File: config.mk
export PLATFORM = sky130hd
export DESIGN_NAME = uart_rx_fifo_flat
export DESIGN_NICKNAME = d
export VERILOG_FILES = /design/src/rtl/uart_rx_fifo_if.sv /design/src/rtl/uart_rx_fifo.sv /design/src/flat_wrapper.sv
export SDC_FILE = /design/constraint.sdc
export NUM_CORES = 1
export LEC_CHECK = 0
export ABC_AREA = 1
export BUFFER_PORTS_ARGS = -buffer_cell sky130_fd_sc_hd__buf_2
export CAP_MARGIN = 20
export CORE_MARGIN = 2
export CORE_UTILIZATION = 40
export DETAILED_ROUTE_END_ITERATION = 8
export HOLD_SLACK_MARGIN = 0.05
export SLEW_MARGIN = 10
export SYNTH_ARGS = -nofsm -noshare
export SYNTH_HDL_FRONTEND = slang
export SYNTH_SLANG_ARGS = --single-unit
File: constraint.sdc
create_clock -name clk50m -period 2.9 [get_ports clk50m]
set_input_delay 0.145 -clock clk50m [delete_from_list [all_inputs] [get_ports clk50m]]
set_output_delay 0.145 -clock clk50m [all_outputs]
set_load 0.01 [all_outputs]
File: src/rtl/uart_rx_fifo_if.sv
// uart_rx_fifo_if -- byte-stream and consumer-side signals of the UART receive FIFO.
//   rxdata/dataok : received byte and its valid level from the uartRX stage
//   rd_en/ovf_clr : consumer read request and overflow-flag clear
//   rd_data/rd_valid/empty/full/count/overflow : FIFO read port and status
// The slave modport is the FIFO itself. The master modport is whoever drives it.
interface uart_rx_fifo_if #(
   parameter int AW = 4
);
   logic [7:0]  rxdata;
   logic        dataok;
   logic        rd_en;
   logic        ovf_clr;
   logic [7:0]  rd_data;
   logic        rd_valid;
   logic        empty;
   logic        full;
   logic [AW:0] count;
   logic        overflow;

   modport slave (
      input  rxdata, dataok, rd_en, ovf_clr,
      output rd_data, rd_valid, empty, full, count, overflow
   );

   modport master (
      output rxdata, dataok, rd_en, ovf_clr,
      input  rd_data, rd_valid, empty, full, count, overflow
   );
endinterface

File: src/rtl/uart_rx_fifo.sv
// uart_rx_fifo -- DEPTH x 8 receive FIFO behind a UART receiver.
//   clk50m : 50 MHz system clock, rising edge
//   reset  : asynchronous, active-high
//   bus    : uart_rx_fifo_if.slave
//            - a byte is written on each rising edge of dataok
//            - rd_en pops one byte per cycle; rd_data and rd_valid follow one cycle later
//            - overflow is sticky when a byte is dropped on a full FIFO
//              and is cleared by ovf_clr. A set in the same cycle wins over the clear.
module uart_rx_fifo #(
   parameter int DEPTH = 16,
   parameter int AW    = 4
) (
   input  logic                clk50m,
   input  logic                reset,
   uart_rx_fifo_if.slave       bus
);

   logic [7:0]    mem_q [DEPTH];
   logic [AW-1:0] wr_ptr_q, wr_ptr_d;
   logic [AW-1:0] rd_ptr_q, rd_ptr_d;
   logic [AW:0]   count_q, count_d;
   logic [7:0]    rd_data_q, rd_data_d;
   logic          rd_valid_q, rd_valid_d;
   logic          overflow_q, overflow_d;
   logic          dataok_q, dataok_d;
   logic          arm_q, arm_d;

   logic          wr_stb;
   logic          rd_acc;
   logic          wr_acc;
   logic          empty;
   logic          full;

   assign empty = (count_q == '0);
   assign full  = (count_q == (AW+1)'(DEPTH));

   // arm_q stays low until dataok has been seen low after reset. A dataok
   // level that is already high when reset releases is therefore not a write.
   assign wr_stb = bus.dataok & ~dataok_q & arm_q;
   assign rd_acc = bus.rd_en & ~empty;
   // When the FIFO is full, the write and read pointers are equal. A write in the
   // same cycle as an accepted read reuses the slot that the read is emptying.
   assign wr_acc = wr_stb & (~full | rd_acc);

   // NOTE: every _d gets a default first, so no path leaves it unassigned and no latch is inferred.
   always_comb begin
      wr_ptr_d   = wr_ptr_q;
      rd_ptr_d   = rd_ptr_q;
      count_d    = count_q;
      rd_data_d  = rd_data_q;
      rd_valid_d = 1'b0;
      overflow_d = overflow_q;
      dataok_d   = bus.dataok;
      arm_d      = arm_q | ~bus.dataok;

      if (wr_acc) begin
         wr_ptr_d = wr_ptr_q + AW'(1);
      end
      if (rd_acc) begin
         rd_ptr_d   = rd_ptr_q + AW'(1);
         rd_data_d  = mem_q[rd_ptr_q];
         rd_valid_d = 1'b1;
      end

      if (wr_acc && !rd_acc) begin
         count_d = count_q + (AW+1)'(1);
      end else if (rd_acc && !wr_acc) begin
         count_d = count_q - (AW+1)'(1);
      end

      if (wr_stb && full && !rd_acc) begin
         overflow_d = 1'b1;
      end else if (bus.ovf_clr) begin
         overflow_d = 1'b0;
      end
   end

   // NOTE: state registers use non-blocking assignments, so every flop samples pre-edge values.
   always_ff @(posedge clk50m or posedge reset) begin
      if (reset) begin
         wr_ptr_q   <= '0;
         rd_ptr_q   <= '0;
         count_q    <= '0;
         rd_data_q  <= 8'h00;
         rd_valid_q <= 1'b0;
         overflow_q <= 1'b0;
         dataok_q   <= 1'b0;
         arm_q      <= 1'b0;
      end else begin
         wr_ptr_q   <= wr_ptr_d;
         rd_ptr_q   <= rd_ptr_d;
         count_q    <= count_d;
         rd_data_q  <= rd_data_d;
         rd_valid_q <= rd_valid_d;
         overflow_q <= overflow_d;
         dataok_q   <= dataok_d;
         arm_q      <= arm_d;
      end
   end

   // NOTE: the storage array has no reset. Emptiness is tracked by count_q and the
   //       pointers, so stale contents are never visible.
   always_ff @(posedge clk50m) begin
      if (wr_acc) begin
         mem_q[wr_ptr_q] <= bus.rxdata;
      end
   end

   assign bus.rd_data  = rd_data_q;
   assign bus.rd_valid = rd_valid_q;
   assign bus.empty    = empty;
   assign bus.full     = full;
   assign bus.count    = count_q;
   assign bus.overflow = overflow_q;

endmodule

File: src/flat_wrapper.sv
// flat-port wrapper written by rule: the top's interface ports become plain ports
module uart_rx_fifo_flat 
#(
   parameter int DEPTH = 16,
   parameter int AW    = 4
)
  (clk50m, reset, bus_rxdata, bus_dataok, bus_rd_en, bus_ovf_clr, bus_rd_data, bus_rd_valid, bus_empty, bus_full, bus_count, bus_overflow);
  uart_rx_fifo_if #(.AW(AW)) bus_i ();
  input  logic clk50m;
  input  logic reset;
  input wire logic [$bits(bus_i.rxdata)-1:0] bus_rxdata;
  input wire logic [$bits(bus_i.dataok)-1:0] bus_dataok;
  input wire logic [$bits(bus_i.rd_en)-1:0] bus_rd_en;
  input wire logic [$bits(bus_i.ovf_clr)-1:0] bus_ovf_clr;
  output wire logic [$bits(bus_i.rd_data)-1:0] bus_rd_data;
  output wire logic [$bits(bus_i.rd_valid)-1:0] bus_rd_valid;
  output wire logic [$bits(bus_i.empty)-1:0] bus_empty;
  output wire logic [$bits(bus_i.full)-1:0] bus_full;
  output wire logic [$bits(bus_i.count)-1:0] bus_count;
  output wire logic [$bits(bus_i.overflow)-1:0] bus_overflow;
  assign bus_i.rxdata = bus_rxdata;
  assign bus_i.dataok = bus_dataok;
  assign bus_i.rd_en = bus_rd_en;
  assign bus_i.ovf_clr = bus_ovf_clr;
  assign bus_rd_data = bus_i.rd_data;
  assign bus_rd_valid = bus_i.rd_valid;
  assign bus_empty = bus_i.empty;
  assign bus_full = bus_i.full;
  assign bus_count = bus_i.count;
  assign bus_overflow = bus_i.overflow;
  uart_rx_fifo #(.DEPTH(DEPTH), .AW(AW)) u_core (.clk50m(clk50m), .reset(reset), .bus(bus_i));
endmodule
# == Word level (Yosys, flattened, before mapping) ==
# Memories as Yosys holds them, arrays and structs flattened. A register that Yosys moved wholly into a read port is not among the register bits.
# Cells that the tools add are included.
# totals
ff_bits,17
ramBits,128
inputBits,13
word_cells,39
n_memories,1
# classes
n_addsub,4
n_eq_ne,1
muxes,7
n_bitwise,10
n_reduce_logical,9
# memory_table
memory,words,word_bits,rd,rd_clocked_by_memory_dff,write_ports,line_no,source
u_core.mem_q,16,8,1,1,1,uart_rx_fifo.sv:18,logic [7:0] mem_q [DEPTH];
# op_table
operator,n
$mux W5,2
$add A4 B1 Y4 const B,2
$add A5 B1 Y5 const B,1
$eq A5 B5 Y1 const B,1
$logic_not A5 Y1,1
$mux W1,5
$sub A5 B1 Y5 const B,1
$and A1 B1 Y1,4
$logic_and A1 B1 Y1,4
$not A1 Y1,4
$reduce_bool A2 Y1,2
$logic_not A1 Y1,2
$or A1 B1 Y1,2

# == Depth between registers and ports, before layout ==
# Gate-level depths: netlist (run 1).
# depth
depth_word,9
depth_mapped,15
ltp_nobuf,15

# == Least setup slack after synthesis (run 1) ==
# Ideal clock, no wire load.
# synth_path
path_kind,flip-flop to flip-flop
start,"reg u_core.count_q[0], in the netlist u_core.bus.count[0]"
end,"reg u_core.count_q[4], in the netlist u_core.bus.count[4]"
arrival_ns,2.262
setup_slack_ns,0.517
path_stages_with_launch,16
n_path_buf,0
period_less_slack_ns,2.383
cell_sequence,dfrtp_1 -> nor2_1 -> nand2_1 -> nor2_2 -> nand2_1 -> nand2_2 -> inv_2 -> ha_1 -> inv_1 -> ha_1 -> a21oi_1 -> nand2_1 -> a21oi_1 -> o21ai_0 -> nand2_1 -> nand2_1
# synth_via
word_cells_on_any_way,16
cone_classes,add/sub: 2; eq/ne: 1; mux: 2; bitwise: 5; reduce/logical: 6
# synth_rtl
element,line_no,source
start: declaration,uart_rx_fifo.sv:21,"logic [AW:0] count_q, count_d;"
start signal: assignment,uart_rx_fifo.sv:92,count_q <= count_d;
$eq A5 B5 Y1 *,uart_rx_fifo.sv:35,assign full = (count_q == (AW+1)'(DEPTH));
via bus_full,flat_wrapper.sv:18,output wire logic [$bits(bus_i.full)-1:0] bus_full;
$not A1 Y1 *,uart_rx_fifo.sv:43,assign wr_acc = wr_stb & (~full | rd_acc);
$or A1 B1 Y1 *,uart_rx_fifo.sv:43,
$and A1 B1 Y1 *,uart_rx_fifo.sv:43,
via u_core.wr_acc,uart_rx_fifo.sv:30,logic wr_acc;
$logic_not A1 Y1,uart_rx_fifo.sv:67,end else if (rd_acc && !wr_acc) begin
$logic_and A1 B1 Y1,uart_rx_fifo.sv:67,
$reduce_bool A2 Y1 (no source line),-,
# Mark *: on every way through the listed nets, which the timed path passes. The rest lies on a longest branch. The select of a mux whose other input is x is not followed.
# A chain may end at the register's enable or synchronous reset.

# == Worst setup path in the final report (run 1) ==
# layout_path
start,"reg u_core.count_q[0], in the netlist u_core.bus.count[0]"
end,"reg u_core.count_q[4], in the netlist u_core.bus.count[4]"
# layout_via
elab_chain_cells,8
word_cells_on_any_way,16
cone_classes,add/sub: 2; eq/ne: 1; mux: 2; bitwise: 5; reduce/logical: 6
# layout_lines
element,line_no,source
$logic_not A5 Y1,uart_rx_fifo.sv:34,assign empty = (count_q == '0);
$not A1 Y1,uart_rx_fifo.sv:40,assign rd_acc = bus.rd_en & ~empty;
$and A1 B1 Y1,uart_rx_fifo.sv:40,
$or A1 B1 Y1 *,uart_rx_fifo.sv:43,
$and A1 B1 Y1 *,uart_rx_fifo.sv:43,
via u_core.wr_acc,uart_rx_fifo.sv:30,
$logic_not A1 Y1,uart_rx_fifo.sv:67,
$logic_and A1 B1 Y1,uart_rx_fifo.sv:67,
$reduce_bool A2 Y1 (no source line),-,
# Marks and branches as above.

==> results of run 1 <==
-- area by class of cell --
class | instances | area share [%]
inverters | 119 | 5.70
clock inverters | 13 | 1.95
clock buffers | 19 | 5.53
flip-flops and latches | 153 | 57.1
repair buffers | 52 | 4.57
well taps | 220 | 3.51
multi-input cells | 370 | 21.6
-- final timing paths --
path	startpoint	endpoint	slack [ps]	cells past startpoint
min in group asynchronous	reset	u_core.bus.rd_data[5]	190	3
min	bus_rd_en	u_core.bus.overflow	110	4
max in group asynchronous	reset	u_core.rd_ptr_q[0]	2300	4
min reg2reg	u_core.arm_q	u_core.arm_q	470	2
max reg2reg	u_core.bus.count[0]	u_core.bus.count[4]	450	15
max	u_core.bus.count[0]	u_core.bus.count[4]	450	15
-- cell families (layout without fill, tap and decap cells) --
group	Yosys count	in the layout	synth area share (%)
buffers and inverters	148	203	9.11
xor gates and xnor gates	7	7	0.904
adders and majority gates	10	10	1.96
and+or+nand+nor	341	341	21.2
DFF	153	153	65.9
AOI/OAI and AO/OA	12	12	0.922
-- layout by cell type, fill, tap and decap left out, drive strengths merged --
cell,Yosys,final
edfxtp,128,128
o21ai,7,7
buf,27,49
clkinvlp,0,4
dlygate4sd3,0,3
clkbuf,2,19
nor2,9,9
nor3,14,14
nand2,217,217
ha,9,9
dfrtp,25,25
xnor2,1,1
clkinv,1,6
a21oi,4,4
o211ai,1,1
xor2,6,6
nand3,101,101
inv,118,119
fa,1,1
bufinv,0,3
-- critical path, cell delays in order, from the launching register on --
cell and delay [ps]:
sky130_fd_sc_hd__dfrtp_1 440, sky130_fd_sc_hd__nor2_1 120, sky130_fd_sc_hd__nand2_1 90, sky130_fd_sc_hd__nor2_2 140
sky130_fd_sc_hd__nand2_1 80, sky130_fd_sc_hd__nand2_2 70, sky130_fd_sc_hd__inv_2 50, sky130_fd_sc_hd__ha_1 180
sky130_fd_sc_hd__inv_1 190, sky130_fd_sc_hd__ha_1 320, sky130_fd_sc_hd__a21oi_1 140, sky130_fd_sc_hd__nand2_1 100
sky130_fd_sc_hd__a21oi_1 180, sky130_fd_sc_hd__o21ai_0 120, sky130_fd_sc_hd__nand2_1 70, sky130_fd_sc_hd__nand2_1 50
-- layer usage --
metal / up-vias / track usage (%) / part of all wire [%]
met5: - / 0 / 0
met2: 107 / 28.9 / 49
met3: 24 / 3.63 / 4.7
met1: 2132 / 23.4 / 44
li1: 2238 / - / -
met4: 0 / 7.31 / 2.5
-- state kept, by name (all words and copies together), names as in the netlist, 4 cells and up --
name	cells
u_core.wr_ptr_q	4
u_core.bus.count	5
u_core.bus.rd_data	8
u_core.mem_q	128
u_core.rd_ptr_q	4
-- power by group through the flow --
stage                     logic, mW  clock network, mW  registers (mW)
after floorplan                1.68                  0            2.84
final                          2.34               2.20            2.85
after CTS                      2.35               2.23            2.85
after global routing           2.65               2.31            2.88
after detailed placement       2.33                  0            2.89
after global placement         2.29                  0            2.88
-- repair_timing --
| item | in CTS | in global routing |
|---|---|---|
| endpoints found under the hold margin | 28 | 0 |
| hold buffers | 3 | 0 |
| buffers inserted | 0 | 0 |
==> run summary, run 1 <==
### Floorplanning
* io pins: 30
* die outline height: 134 um
* Die W: 134 um
* DIE AREA: 18000 um^2
* core area: 16600 um^2
* initial core utilization: 40.9%
* number of cell rows: 47

### CTS
* PostCTS Resize Cnt: 0
* Clock Sink Count: 153
* clock tree root driver cell: sky130_fd_sc_hd__clkbuf_16
* Max clock buf depth: 2
* number of H-tree levels: 4
* number of CTS-inserted buffers: 17
* CTS clk-pin slew, worst paths: 60 ps
* CTS tree: yes
* later-pin clock latency in the skew report: 430 ps

### Detailed routing
* violation count after the first detailed-routing iteration: 323
* Routed wire per std cell: 15.9 um
* total routed wirelength: 15000 um
* vias per inst: 4.76
* total DRC errors in the routed layout: 0
* first drt pass iteration count: 5
* detailed-route via count: 4501
* remaining number of nets flagged by the antenna check after routing: 0

### Setup path
* kind of end point of the critical path: flop
* type of the worst setup path: flop to flop
* crit path max fanout: 7
* required time reported for the critical path endpoint: 3210 ps
* data arrival time of the critical path: 2760 ps
* type of origin of the critical path: flop

### Timing
* worst slack on hold paths: 115 ps
* total of endpoints with negative setup slack in the final report: 0
* achievable frequency: 0.408 GHz
* skew final: 6.88 ps
* total negative setup slack: 0 ps
* post-route worst setup slack: 447 ps
* Fin. Hold Viols: 0
* unrepaired setup endpoints after global routing: false
* Slew Viols, Final: 0
* transition time at the pin with the least slew margin: 689 ps
* shortest clock period the worst path allows after layout: 2450 ps
* worst relative slew slack: 53.9%
* share of the clock period used by the worst path: 84.6%

### Power and ir drop
* largest voltage drop on the vdd net: 457 uV
* portion of total power attributed to combinational logic: 31.7%
* internal power: 4.71 mW
* portion of total power attributed to sequential cells: 38.5%
* Clock Power Share: 29.8%
* fraction of power spent switching nets: 36.2%
* power density relative to cell area: 944 nW/um^2
* Net Sw Power: 2.68 mW
* Power Total: 7.39 mW
* Pleak: 3.48 nW

### Finish
* final core area utilization: 47.2%
* fraction of final layout cells with drive strength greater than 1: 12.0%
* Fillers: 1567
* multi-input gate area in the final layout: 1700 um^2
* layout net count: 736
* diodes inserted: 0
* growth of design area from synthesis to finish: 15.5%
* count of non-filler cells in the finished layout: 946
* Non-Filler Cell Area, Final: 7830 um^2
* FF/Latch Area: 4470 um^2

### Synth
* sequential fraction of the synthesis area: 65.9%
* most instantiated flip-flop cell in the synthesis netlist: sky130_fd_sc_hd__edfxtp_1
* area fraction of the dominant cell type after synthesis: 56.7%
* top cells by count, synth: 215 x sky130_fd_sc_hd__nand2_1, 128 x sky130_fd_sc_hd__edfxtp_1, 115 x sky130_fd_sc_hd__inv_1
* cells after synthesis: 671
* nets in the synthesized netlist: 694
* share of synthesized registers carrying an async set or reset: 16.3%
* Unique masters post-synth: 24
* top-count cell post-synth: sky130_fd_sc_hd__nand2_1
* main area contributors after synthesis: sky130_fd_sc_hd__edfxtp_1 57%, sky130_fd_sc_hd__nand2_1 12%, sky130_fd_sc_hd__dfrtp_1 9.2%, sky130_fd_sc_hd__nand3_1 7.4%, sky130_fd_sc_hd__inv_1 6.4%
* number of synthesized register bits: 153
* number of enable flip-flop cells after synthesis: 128
* average size of a mapped cell: 10.1 um^2
* yosys warns: 0
* cell area after synthesis: 6780 um^2
* cell taking the most area after synthesis: sky130_fd_sc_hd__edfxtp_1

### Placement
* post-DP HPWL: 9490 um
* weighted congestion reported at the end of routability-driven placement: 0.856
* pre-CTS setup slack: 476 ps
* cell area after placement: 7190 um^2
* Port Buffers: 29
* placed cell count: 910

### Global route
* total routing resource utilization after global routing: 17.8%
* vias in the first global route: 4517
* number of antenna violations at the first check in global routing: 0
* remaining global-route overflow: 0
* maximum number of pins on one net before global-route repair: 49
* wire length of the first global-routing pass: 24100 um

### Run status
* run status: finished clean

### Run
* number of max-cap violations: 0

### Hold path
* type of the worst min-delay path: input pin to flop

No activity file was read; power rests on OpenSTA's default activity.
==> inputs of run 2 (changes only) <==
==> constraint.sdc (replaced) <==
create_clock -name clk50m -period 2.4 [get_ports clk50m]
set_input_delay 0.12 -clock clk50m [delete_from_list [all_inputs] [get_ports clk50m]]
set_output_delay 0.12 -clock clk50m [all_outputs]
set_load 0.01 [all_outputs]
==> run 2 against run 1 <==
Against the previous run: setup slack got worse by 280 ps; sequential power up 17%; register-to-register slack worse by 280 ps; critical path type unchanged; highest routed layer unchanged.
==> run summary, run 2 (synthesized netlist as in run 1, its figures left out) <==
### Power and ir drop
* Pleak: 3.51 nW, +1.0%
* largest voltage drop on the vdd net: 556 uV, +22%
* fraction of power spent switching nets: 36.2%, -0.079 points
* portion of total power attributed to combinational logic: 33.9%, +2.2 points
* Power Total: 9.13 mW, +23%
* Net Sw Power: 3.30 mW, +23%
* power density relative to cell area: 1150 nW/um^2, +22%
* Clock Power Share: 29.6%, -0.2 points
* internal power: 5.83 mW, +24%
* portion of total power attributed to sequential cells: 36.4%, -2.1 points

### Placement
* cell area after placement: 7230 um^2, +0.52%
* post-DP HPWL: 9320 um, -1.7%
* weighted congestion reported at the end of routability-driven placement: 0.864, +0.99%
* placed cell count: 915, +0.55%
* Port Buffers: 29, unchanged

### CTS
* later-pin clock latency in the skew report: 420 ps, about the same
* clock tree root driver cell: sky130_fd_sc_hd__clkbuf_16
* Clock Sink Count: 153, unchanged
* CTS tree: yes
* number of CTS-inserted buffers: 17, unchanged
* number of H-tree levels: 4, unchanged
* CTS clk-pin slew, worst paths: 60 ps, about the same
* Max clock buf depth: 2, unchanged

### Finish
* top register by number of flip-flops: u_core.mem_q
* top library cells by usage in the layout, fill and taps aside: 214 x sky130_fd_sc_hd__nand2_1, 128 x sky130_fd_sc_hd__edfxtp_1, 114 x sky130_fd_sc_hd__inv_1
* number of flip-flops in the largest register: 128, unchanged
* leading cell type in the layout, fill and taps excluded: sky130_fd_sc_hd__nand2_1
* count of non-filler cells in the finished layout: 954, +0.85%
* Non-Filler Cell Area, Final: 7930 um^2, +1.2%
* fraction of final layout cells with drive strength greater than 1: 13.9%, +1.9 points
* layout net count: 744, +1.1%
* diodes inserted: 0, unchanged
* growth of design area from synthesis to finish: 16.9%

### Global route
* number of antenna violations at the first check in global routing: 0, unchanged
* fraction of met1 tracks used by global routing: 23.4%, +0.069 points
* met2 Use GR: 28.3%, -0.57 points
* global routing's busiest layer: met2
* global-route met3 utilization: 3.40%, -0.23 points
* remaining global-route overflow: 0, unchanged
* maximum number of pins on one net before global-route repair: 67, +37%
* wire length of the first global-routing pass: 23800 um, -1.2%
* vias in the first global route: 4393, -2.7%
* total routing resource utilization after global routing: 17.5%, -0.26 points

### Setup path
* type of the worst setup path: flop to flop
* crit path max fanout: 7, unchanged
* type of origin of the critical path: flop
* data arrival time of the critical path: 2520 ps, -240 ps
* kind of end point of the critical path: flop
* required time reported for the critical path endpoint: 2680 ps, -530 ps

### Timing
* total of endpoints with negative setup slack in the final report: 0, unchanged
* worst slack on hold paths: 71.8 ps, -43.1 ps
* achievable frequency: 0.447 GHz, +9.7%
* worst relative slew slack: 29.5%, -24 points
* skew final: 8.18 ps, +1.30 ps
* Slew Viols, Final: 0, unchanged
* total negative setup slack: 0 ps, unchanged
* share of the clock period used by the worst path: 93.2%, +8.6 points
* transition time at the pin with the least slew margin: 1050 ps, +360 ps
* Fin. Hold Viols: 0, unchanged
* shortest clock period the worst path allows after layout: 2240 ps, -217 ps

### Floorplanning
* number of cell rows: 47, unchanged
* core area: 16600 um^2, unchanged
* DIE AREA: 18000 um^2, unchanged
* io pins: 30, unchanged
* Die W: 134 um, unchanged
* die outline height: 134 um, unchanged
* initial core utilization: 40.9%, unchanged

### Detailed routing
* vias per inst: 4.80, +0.79%
* first drt pass iteration count: 6, +1
* detailed-route via count: 4575, +1.6%
* Routed wire per std cell: 15.8 um, -0.61%
* total DRC errors in the routed layout: 0, unchanged
* violation count after the first detailed-routing iteration: 413, +28%
* total routed wirelength: 15100 um, +0.23%
* remaining number of nets flagged by the antenna check after routing: 0, unchanged

### Run
* number of max-cap violations: 0, unchanged

### Hold path
* type of the worst min-delay path: input pin to flop

### Run status
* run status: finished clean

[run 2: critical path, stage by stage, from the launching register on]
cell and delay (ps):
sky130_fd_sc_hd__dfrtp_2 420, sky130_fd_sc_hd__nor2_1 90, sky130_fd_sc_hd__nand2_1 100, sky130_fd_sc_hd__nor2_2 170
sky130_fd_sc_hd__nand2_1 80, sky130_fd_sc_hd__nand2_2 80, sky130_fd_sc_hd__inv_2 50, sky130_fd_sc_hd__ha_1 230
sky130_fd_sc_hd__inv_4 120, sky130_fd_sc_hd__ha_1 240, sky130_fd_sc_hd__nand2_1 60, sky130_fd_sc_hd__nand2_1 50
sky130_fd_sc_hd__a21oi_1 170, sky130_fd_sc_hd__xor2_1 150, sky130_fd_sc_hd__o21ai_0 100
[run 2: metal layers]
layer / vias up / part of all wire, %
met2: 108 / 47
li1: 2254 / -
met1: 2187 / 45
met5: - / 0
met4: 0 / 2.6
met3: 26 / 5.1
[run 2: final timing paths]
path                                     start               endpoint  slack, ps  cells past startpoint
max                        u_core.bus.count[3]    u_core.bus.count[3]        160                     14
min                                  bus_rd_en    u_core.bus.overflow         70                      4
max reg2reg                u_core.bus.count[3]    u_core.bus.count[3]        160                     14
min reg2reg                       u_core.arm_q           u_core.arm_q        450                      2
max in group asynchronous                reset    u_core.bus.count[3]       1270                      3
min in group asynchronous                reset  u_core.bus.rd_data[3]        480                      3
[run 2: power groups by stage]
| stage | clock, mW | combinational [mW] | sequential (mW) |
|---|---|---|---|
| 2_1_floorplan | 0 | 2.03 | 3.43 |
| 5_1_grt | 2.86 | 3.45 | 3.35 |
| 3_3_place_gp | 0 | 2.91 | 3.36 |
| 3_5_place_dp | 0 | 2.97 | 3.38 |
| 6_report | 2.71 | 3.10 | 3.33 |
| 4_1_cts | 2.75 | 2.99 | 3.32 |
[run 2: layout make-up]
cell class | count | area [um^2]
fillers | 1477 | 8660
flip-flops and latches | 153 | 4470
multi-input cells | 370 | 1730
inverters | 119 | 449
clock buffers | 18 | 429
repair buffers | 60 | 398
well taps | 220 | 275
clock inverters | 14 | 174
[run 2: what timing repair did]
action / CTS / global route
buffers inserted: 0 / 4
hold buffers: 3 / 0
gates resized for setup: 1 / 8
pin swaps: 0 / 3
hold endpoints to repair: 28 / 0
endpoints found under the setup margin: 1 / 1
[run 2: through the flow]
stage	utilization (%)	setup WS (ps)
finish	47.8	164
detailed placement	43.6	3.41
CTS	47.4	80.6
global placement	43.6	131
global route	47.8	-16.1
floorplan	-	16.9
